===== config.mk =====
export PLATFORM = sky130hd
export DESIGN_NAME = par3_to_ser
export DESIGN_NICKNAME = d
export VERILOG_FILES = /design/src/rtl/par3_to_ser.sv
export SDC_FILE = /design/constraint.sdc
export NUM_CORES = 1
export LEC_CHECK = 0
export ABC_AREA = 1
export CAP_MARGIN = 20
export CORE_MARGIN = 3
export CORE_UTILIZATION = 30
export DETAILED_ROUTE_END_ITERATION = 10
export DONT_BUFFER_PORTS = 1
export REMOVE_ABC_BUFFERS = 1
export SYNTH_ARGS = -nofsm -noshare
export SYNTH_HDL_FRONTEND = slang
export SYNTH_SLANG_ARGS = --single-unit
export TNS_END_PERCENT = 1

===== constraint.sdc =====
create_clock -name CLK -period 8.6 [get_ports CLK]
set_clock_uncertainty 0.05 [all_clocks]
set_input_delay 1.72 -clock CLK [delete_from_list [all_inputs] [get_ports CLK]]
set_output_delay 1.72 -clock CLK [all_outputs]
set_load 0.01 [all_outputs]

===== src/rtl/par3_to_ser.sv =====
// Triple-to-serial converter: buffers parallel sample triples in a small FIFO
// and emits them one word per accepted cycle under a valid/ready handshake.
module par3_to_ser #(
   parameter int WIDTH = 11,
   parameter int DEPTH = 4
) (
   input  logic                     CLK,
   input  logic                     RST_n,
   input  logic                     VIN,
   input  logic [WIDTH-1:0]         DIN3k,
   input  logic [WIDTH-1:0]         DIN3k1,
   input  logic [WIDTH-1:0]         DIN3k2,
   input  logic                     READY,
   output logic [WIDTH-1:0]         DOUT,
   output logic                     VOUT,
   output logic [$clog2(DEPTH):0]   LEVEL,
   output logic                     OVF
);

   localparam int AW = $clog2(DEPTH);

   logic [3*WIDTH-1:0] mem [DEPTH];
   logic [3*WIDTH-1:0] head;

   logic [AW-1:0] rd_ptr, rd_nxt;
   logic [AW-1:0] wr_ptr, wr_nxt;
   logic [AW:0]   level, level_nxt;
   logic [1:0]    phase, phase_nxt;
   logic          ovf, ovf_nxt;

   logic          full, xfer, pop, wr;

   // state register
   always_ff @(posedge CLK or negedge RST_n) begin
      if (!RST_n) begin
         rd_ptr <= '0;
         wr_ptr <= '0;
         level  <= '0;
         phase  <= '0;
         ovf    <= 1'b0;
      end else begin
         rd_ptr <= rd_nxt;
         wr_ptr <= wr_nxt;
         level  <= level_nxt;
         phase  <= phase_nxt;
         ovf    <= ovf_nxt;
      end
   end

   // a pop frees the full slot on the same edge, so a write may still land
   always_comb begin
      full      = (level == (AW+1)'(DEPTH));
      xfer      = (level != '0) && READY;
      pop       = xfer && (phase == 2'd2);
      wr        = VIN && (!full || pop);
      rd_nxt    = pop ? rd_ptr + AW'(1) : rd_ptr;
      wr_nxt    = wr ? wr_ptr + AW'(1) : wr_ptr;
      level_nxt = level + (AW+1)'(wr) - (AW+1)'(pop);
      ovf_nxt   = ovf || (VIN && !wr);
      phase_nxt = phase;
      if (pop)
         phase_nxt = 2'd0;
      else if (xfer)
         phase_nxt = phase + 2'd1;
   end

   // data array carries no reset; DOUT is masked while empty
   always_ff @(posedge CLK) begin
      if (wr && RST_n)
         mem[wr_ptr] <= {DIN3k2, DIN3k1, DIN3k};
   end

   always_comb begin
      head  = mem[rd_ptr];
      VOUT  = (level != '0);
      LEVEL = level;
      OVF   = ovf;
      DOUT  = '0;
      if (VOUT) begin
         unique case (phase)
            2'd0:    DOUT = head[WIDTH-1:0];
            2'd1:    DOUT = head[2*WIDTH-1:WIDTH];
            2'd2:    DOUT = head[3*WIDTH-1:2*WIDTH];
            default: DOUT = '0;
         endcase
      end
   end

endmodule


# Word level (Yosys, flattened, before mapping)
# Memory sizes are Yosys's and may differ from the RTL's.
# Cells that the tools add are included.
op_classes:
  n_addsub: 5
  eq_ne: 3
  n_mux: 6
  n_reduce_logical: 12
op_table:
  columns: ["operator", "count"]
  rows:
  - ["case mux 11 bit (3 select lines)", 1]
  - ["2-to-1 mux 11 bit", 1]
  - ["adder 2 x 1 -> 2 bit (second input constant)", 3]
  - ["logical AND 1 bit", 5]
  - ["2-to-1 mux 2 bit", 2]
  - ["adder 3 x 1 -> 3 bit", 1]
  - ["equality test 3 bit (second input constant)", 1]
  - ["nonzero test 3 bit", 1]
  - ["subtractor 3 x 1 -> 3 bit", 1]
  - ["equality test 2 x 1 -> 1 bit (second input constant)", 1]
  - ["equality test 2 bit (second input constant)", 1]
  - ["zero test 1 bit", 2]
  - ["zero test 2 bit", 1]
  - ["logical OR 1 bit", 2]
  - ["2-to-1 mux 1 bit", 2]
  - ["nonzero test 2 bit", 1]
word_totals:
  regBits: 10
  ramBits: 132
  out_inout_bits: 16
  wordCells: 32
  n_memories: 1
mem_list:
  columns: ["memory", "words", "word_bits", "rd", "rd_clocked_by_memory_dff", "write_ports", "line", "source"]
  rows:
  - ["mem", 4, 33, 1, 0, 1, "22", "logic [3*WIDTH-1:0] mem [DEPTH];"]

# Longest topological paths before layout
# Gate-level depths: netlist of run 1.
depth:
  ltp_word: 8
  ltp_mapped: 12
  ltp_nobuf: 12

# Worst setup path after synthesis of run 1
# OpenSTA, ideal clock, no wires.
synth_timing:
  path_kind: "in2reg"
  start: "in READY"
  end: "mem mem[0][0] in the netlist's numbering (enable)"
  setup_time_ns: 0.423
  arrival_ns: 3.522
  slack_ns: 4.604
  stages: 4
  path_cell_list: "nand3_1 -> nand3_2 -> nand3_1 -> nor2_1"
synth_via:
  elab_chain_len: 7
synth_rtl:
  columns: ["item", "line", "source"]
  rows:
  - ["start: declaration", "13", "input logic READY,"]
  - ["logical AND 1 bit", "53", "xfer = (level != '0) && READY;"]
  - ["logical AND 1 bit", "54", "pop = xfer && (phase == 2'd2);"]
  - ["logical OR 1 bit", "55", "wr = VIN && (!full || pop);"]
  - ["logical AND 1 bit", "55", null]
  - ["logical AND 1 bit", "69", "if (wr && RST_n)"]
  - ["2-to-1 mux 1 bit", "69", null]
  - ["2-to-1 mux 1 bit (implied by the code)", "70", "mem[wr_ptr] <= {DIN3k2, DIN3k1, DIN3k};"]
  - ["end: declaration", "22", null]
# Every way passes these cells.

# Worst setup path after layout of run 1
layout_timing:
  start: "reg rd_ptr[1]"
  end: "out DOUT[4]"
layout_via:
  elab_chain_len: 3
layout_rtl:
  columns: ["item", "line", "source"]
  rows:
  - ["start: declaration", "25", "logic [AW-1:0] rd_ptr, rd_nxt;"]
  - ["start signal: assignment", "42", "rd_ptr <= rd_nxt;"]
  - ["memory (4 x 33 bit)", null, null]
  - ["case mux 11 bit (3 select lines)", "80", "unique case (phase)"]
  - ["2-to-1 mux 11 bit", "79", "if (VOUT) begin"]
  - ["end: declaration", "14", "output logic [WIDTH-1:0] DOUT,"]
# Every way passes these cells.

==> impl_metrics.yaml, run 1 <==
placed_design:
  globalplace.congestion: 0.720
  portBuffers: 0
  dp_slack_ps: 4740
  place_area_mm2: 0.00669
  post-dp-hpwl_um: 7670
timing:
  worstMarginPinSlew_ps: 779
  fin_ws_ps: 4360
  max_freq_mhz: 236
  slew_violations: 0
  finalHoldViolCount: 0
  setup_tns_ps: 0
  grt_setup_unrepaired: "false"
  min_period_over_period: 0.493
  maxSlewHeadroom: 0.479
  setup_viol: 0
  worst_hold_slack_ps: 504
  min_period_ps: 4240
clocking:
  clkLatencyLatePin_ps: 410
  cts_setup_buffers: 0
  htreeDepth: 4
  tritoncts: "built"
  clock-sinks: 142
  cts_root_buffer: "clkbuf_16"
  cts_hold_buf: 0
  cts_made_buffers: 17
  ctsLongestPathBuffers: 2
  cts-resized-gates: 0
  clk_pin_slew_ps: 50
routing:
  via_per_inst: 4.21
  drt_first_pass_iters: 4
  vias: 3942
  initialDrtViolationCount: 260
  wl_um: 13100
  remaining_drc_errors: 0
  wire_per_inst_um: 14.0
  postRouteAntennaNets: 0
critical_path:
  cp_slowest_cell: "inv_1"
  crit_start: "rd_ptr[1]"
  path_cells: "buf_4, inv_1, buf_4, nand3_1, nand2_1, nand2_1, nand3_1, nand2_1, inv_1"
  slowest_delay_ps: 500
  critPathKind: "reg -> out"
  rr_startpoint: "LEVEL[1]"
  worst-path-buf-inv: 4
  cp_max_fo: 35
  worst_setup_path_end_kind: "primary output"
  cp_top_family: "buffers and inverters"
  start_kind: "register"
  crit_required_ps: 6830
  crit_arrival_ps: 2470
  crit_path_frequent_cell: "nand2_1"
  regToRegSetupSlack_ps: 5340
layout:
  syn_to_final_growth_pct: 13.8
  most-common-layout-cells: "nand2_1 (216), inv_1 (158), edfxtp_1 (132)"
  diodes: 0
  final_area_mm2: 0.00723
  num-nets-final: 698
  drive_above_1_share: 0.0616
  final_common_cell: "nand2_1"
  fillCellCount: 2055
power_and_ir_drop:
  switching_power_uw: 838
  swShare: 0.358
  power_density_mw_per_mm2: 323
  internal-power_uw: 1500
  finalPower_uw: 2340
  cellLeakagePower_uw: 0.00329
  pwr-share-clk: 0.292
  power_frac_comb: 0.327
  pwr-share-seq: 0.381
  ir_drop_mv: 0.165
grt:
  grt_usage: 0.123
  grt-ovfl-total: 0
  grt_pass1_wl_um: 21000
  grt_pass1_vias: 3935
  grt_max_degree: 67
  antenna_found_initial: 0
synth:
  synth-adder-area-share: 0.0150
  synth.area.mux_share: 0
  synth-compound-area-share: 0.00276
  ys_warn_count: 0
  synthSimpleGateAreaFrac: 0.199
  yosysSeqAreaShare: 0.663
  yosys.cell_types.count: 18
  synth_top_family_by_area: "simple AND/OR/NAND/NOR gates"
  synthXorXnorAreaFrac: 0.00551
  syn-cell-area_mm2: 0.00635
  synth_area_per_cell_um2: 9.79
  syn_inst: 649
  synth.ff_latch_count: 142
floorplan:
  dieArea_mm2: 0.0230
  die-width_um: 152
  rows: 52
  ios: 53
  die_h_um: 152
  fp.coreArea_mm2: 0.0205
  start_util: 0.310
job:
  cap_viol_max_count: 0
hold_path:
  min_path_type: "reg -> reg"
  hp-start: "OVF"
run_status:
  outcome: "finished clean"
## metal layers
metal	wire [um]	global-route usage	share of wire	vias to the layer above
met5	0	0	0	-
met4	215	0.0422	0.016	0
met3	837	0.0488	0.064	26
met2	6150	0.200	0.47	76
met1	5920	0.148	0.45	1830
li1	-	-	-	2010
## path summary, 6_finish.rpt
check | to | cells past startpoint
max | DOUT[4] | 9
min | OVF | 1
max reg2reg | LEVEL[2] | 12
min reg2reg | OVF | 1
max in group asynchronous | rd_ptr[0] | 0
min in group asynchronous | OVF | 0
## power by group through the flow
stage               logic [uW]  registers [uW]  clock network (uW)
finish                     765             891                 683
global route               872             900                 729
CTS                        784             892                 696
detailed placement         778             905                   0
global placement           767             904                   0
floorplan                  487             944                   0
## registers in the layout (all words and copies together), names as in the netlist
| signal | flops |
|---|---|
| LEVEL | 3 |
| mem | 132 |
| wr_ptr | 2 |
| OVF | 1 |
| rd_ptr | 2 |
| phase | 2 |
## synthesized netlist by cell type
library cell  count  area (um2)
nor2_1           11        41.3
fa_1              1        20.0
inv_2             1        3.75
nand3_2           1        10.0
a21oi_1           2        10.0
nand3_1          81         405
dfrtp_1          10         250
xnor2_1           1        8.76
buf_2             9        45.0
clkbuf_1          9        33.8
buf_1             1        3.75
edfxtp_1        132        3960
buf_4             6        45.0
nand2_1         216         811
ha_1              6        75.1
inv_1           158         593
xor2_1            3        26.3
o21bai_1          1        7.51
## kinds of logic after synthesis
family          Yosys count
compound gates            3
fa+ha+maj                 7
buf+inv                 184
simple gates            309
flops                   142
xor+xnor                  4
## through the flow
stage                     utilization  cells
after floorplan                     -    624
after detailed placement        0.326    905
after global placement          0.325    904
final                           0.353    936
after global routing            0.353    936
after CTS                       0.353    936
## area by class of cell
class,count,area [um2],area share
Timing Repair Buffer,11,95.1,0.0132
Clock buffer,23,448,0.0619
Multi-Input combinational cell,323,1450,0.200
Sequential cell,142,4220,0.583
Tap cell,270,338,0.0467
Inverter,159,597,0.0825
Clock inverter,8,92.6,0.0128
Note: power is estimated with default switching activity, not from simulation.
==> inputs of run 2 (changes only) <==
Clock period 8.6 ns to 4.3 ns, I/O delays scaled along.
==> impl_metrics.yaml, run 2 (synthesized netlist as in run 1, its figures left out) <==
run_status:
  outcome: "finished clean"
routing:
  vias: 3865
  wl_um: 12900
  wire_per_inst_um: 13.8
  postRouteAntennaNets: 0
  via_per_inst: 4.12
  remaining_drc_errors: 0
  drt_first_pass_iters: 4
  initialDrtViolationCount: 197
placed_design:
  portBuffers: 0
  post-dp-hpwl_um: 7520
  dp_slack_ps: 1480
  globalplace.congestion: 0.695
  place_area_mm2: 0.00669
grt:
  grt_max_degree: 67
  gr-usage-met2: 0.199
  grt_pass1_wl_um: 20100
  grt-ovfl-total: 0
  grt_pass1_vias: 3820
  met3_usage: 0.0428
  met1_usage: 0.142
  antenna_found_initial: 0
  grt_usage: 0.119
  grt-busiest-layer: "met2"
timing:
  worst_hold_slack_ps: 90.9
  worstMarginPinSlew_ps: 745
  slew_violations: 0
  max_freq_mhz: 321
  maxSlewHeadroom: 0.503
  setup_viol: 0
  finalHoldViolCount: 0
  min_period_over_period: 0.725
  grt_setup_unrepaired: "false"
  fin_ws_ps: 1180
  min_period_ps: 3120
  setup_tns_ps: 0
layout:
  multi_input_area_mm2: 0.00145
  drive_above_1_share: 0.0720
  final_area_mm2: 0.00725
  final_common_cell: "nand2_1"
  fillCellCount: 2006
  largest_reg_flops: 132
  diodes: 0
  num-nets-final: 699
  most-common-layout-cells: "nand2_1 (216), inv_1 (158), edfxtp_1 (132)"
  regArea_mm2: 0.00422
  top_register: "mem"
  syn_to_final_growth_pct: 14.2
power_and_ir_drop:
  ir_drop_mv: 0.344
  finalPower_uw: 4720
  power_density_mw_per_mm2: 651
  cellLeakagePower_uw: 0.00331
clocking:
  cts_made_buffers: 17
  ctsLongestPathBuffers: 2
  clk_pin_slew_ps: 60
  cts_root_buffer: "clkbuf_16"
  cts-resized-gates: 0
  cts_hold_buf: 0
  tritoncts: "built"
  htreeDepth: 4
  cts_setup_buffers: 0
  clkLatencyLatePin_ps: 410
  clock-sinks: 142
critical_path:
  crit_required_ps: 3390
  r2r_cells: 13
  start_kind: "register"
  cp_max_fo: 64
  worst_setup_path_end_kind: "primary output"
  crit_arrival_ps: 2210
  critPathKind: "reg -> out"
floorplan:
  ios: 53
  die_h_um: 152
  dieArea_mm2: 0.0230
  die-width_um: 152
  start_util: 0.310
  rows: 52
  fp.coreArea_mm2: 0.0205
hold_path:
  min_path_type: "in -> async"
job:
  cap_viol_max_count: 0
[run 2: worst max-delay path, stage by stage, from the launching register on]
cell and delay [ps]:
dfrtp_2 440, inv_2 100, buf_4 560, nand2_1 130, nand3_1 120, nand2_1 70, nand2_1 60, nand3_1 70
nand2_1 80, inv_1 80
[run 2: area by class of cell]
cell class / count / area share
clock inverters: 14 / 0.0198
clock buffers: 17 / 0.0586
repair buffers: 12 / 0.0124
inverters: 159 / 0.0823
well taps: 270 / 0.0466
flip-flops and latches: 142 / 0.581
multi-input cells: 323 / 0.199
[run 2: per-stage QoR]
stage           util  cells
2_1_floorplan      -    624
3_3_place_gp   0.326    906
3_5_place_dp   0.326    906
4_1_cts        0.354    937
5_1_grt        0.354    937
6_report       0.354    937
[run 2: power breakdown]
group          internal, uW  switching, uW
registers              1710           86.9
logic                   450           1080
clock network           849            545
total                  3000           1710
[run 2: path summary, 6_finish.rpt]
path / from / to / slack [ps]
min in group CLK: wr_ptr[1] / wr_ptr[1] / 490
setup reg to reg: LEVEL[1] / LEVEL[2] / 1490
hold / removal: RST_n / rd_ptr[0] / 90
setup / recovery: rd_ptr[0] / DOUT[7] / 1180
hold reg to reg: wr_ptr[1] / wr_ptr[1] / 490
max in group asynchronous: RST_n / phase[1] / 4030
[run 2: per-layer routing]
metal / up-vias / wire length [um]
li1: 2011 / -
met2: 75 / 6290
met4: 0 / 161
met1: 1771 / 5510
met3: 8 / 978
met5: - / 0
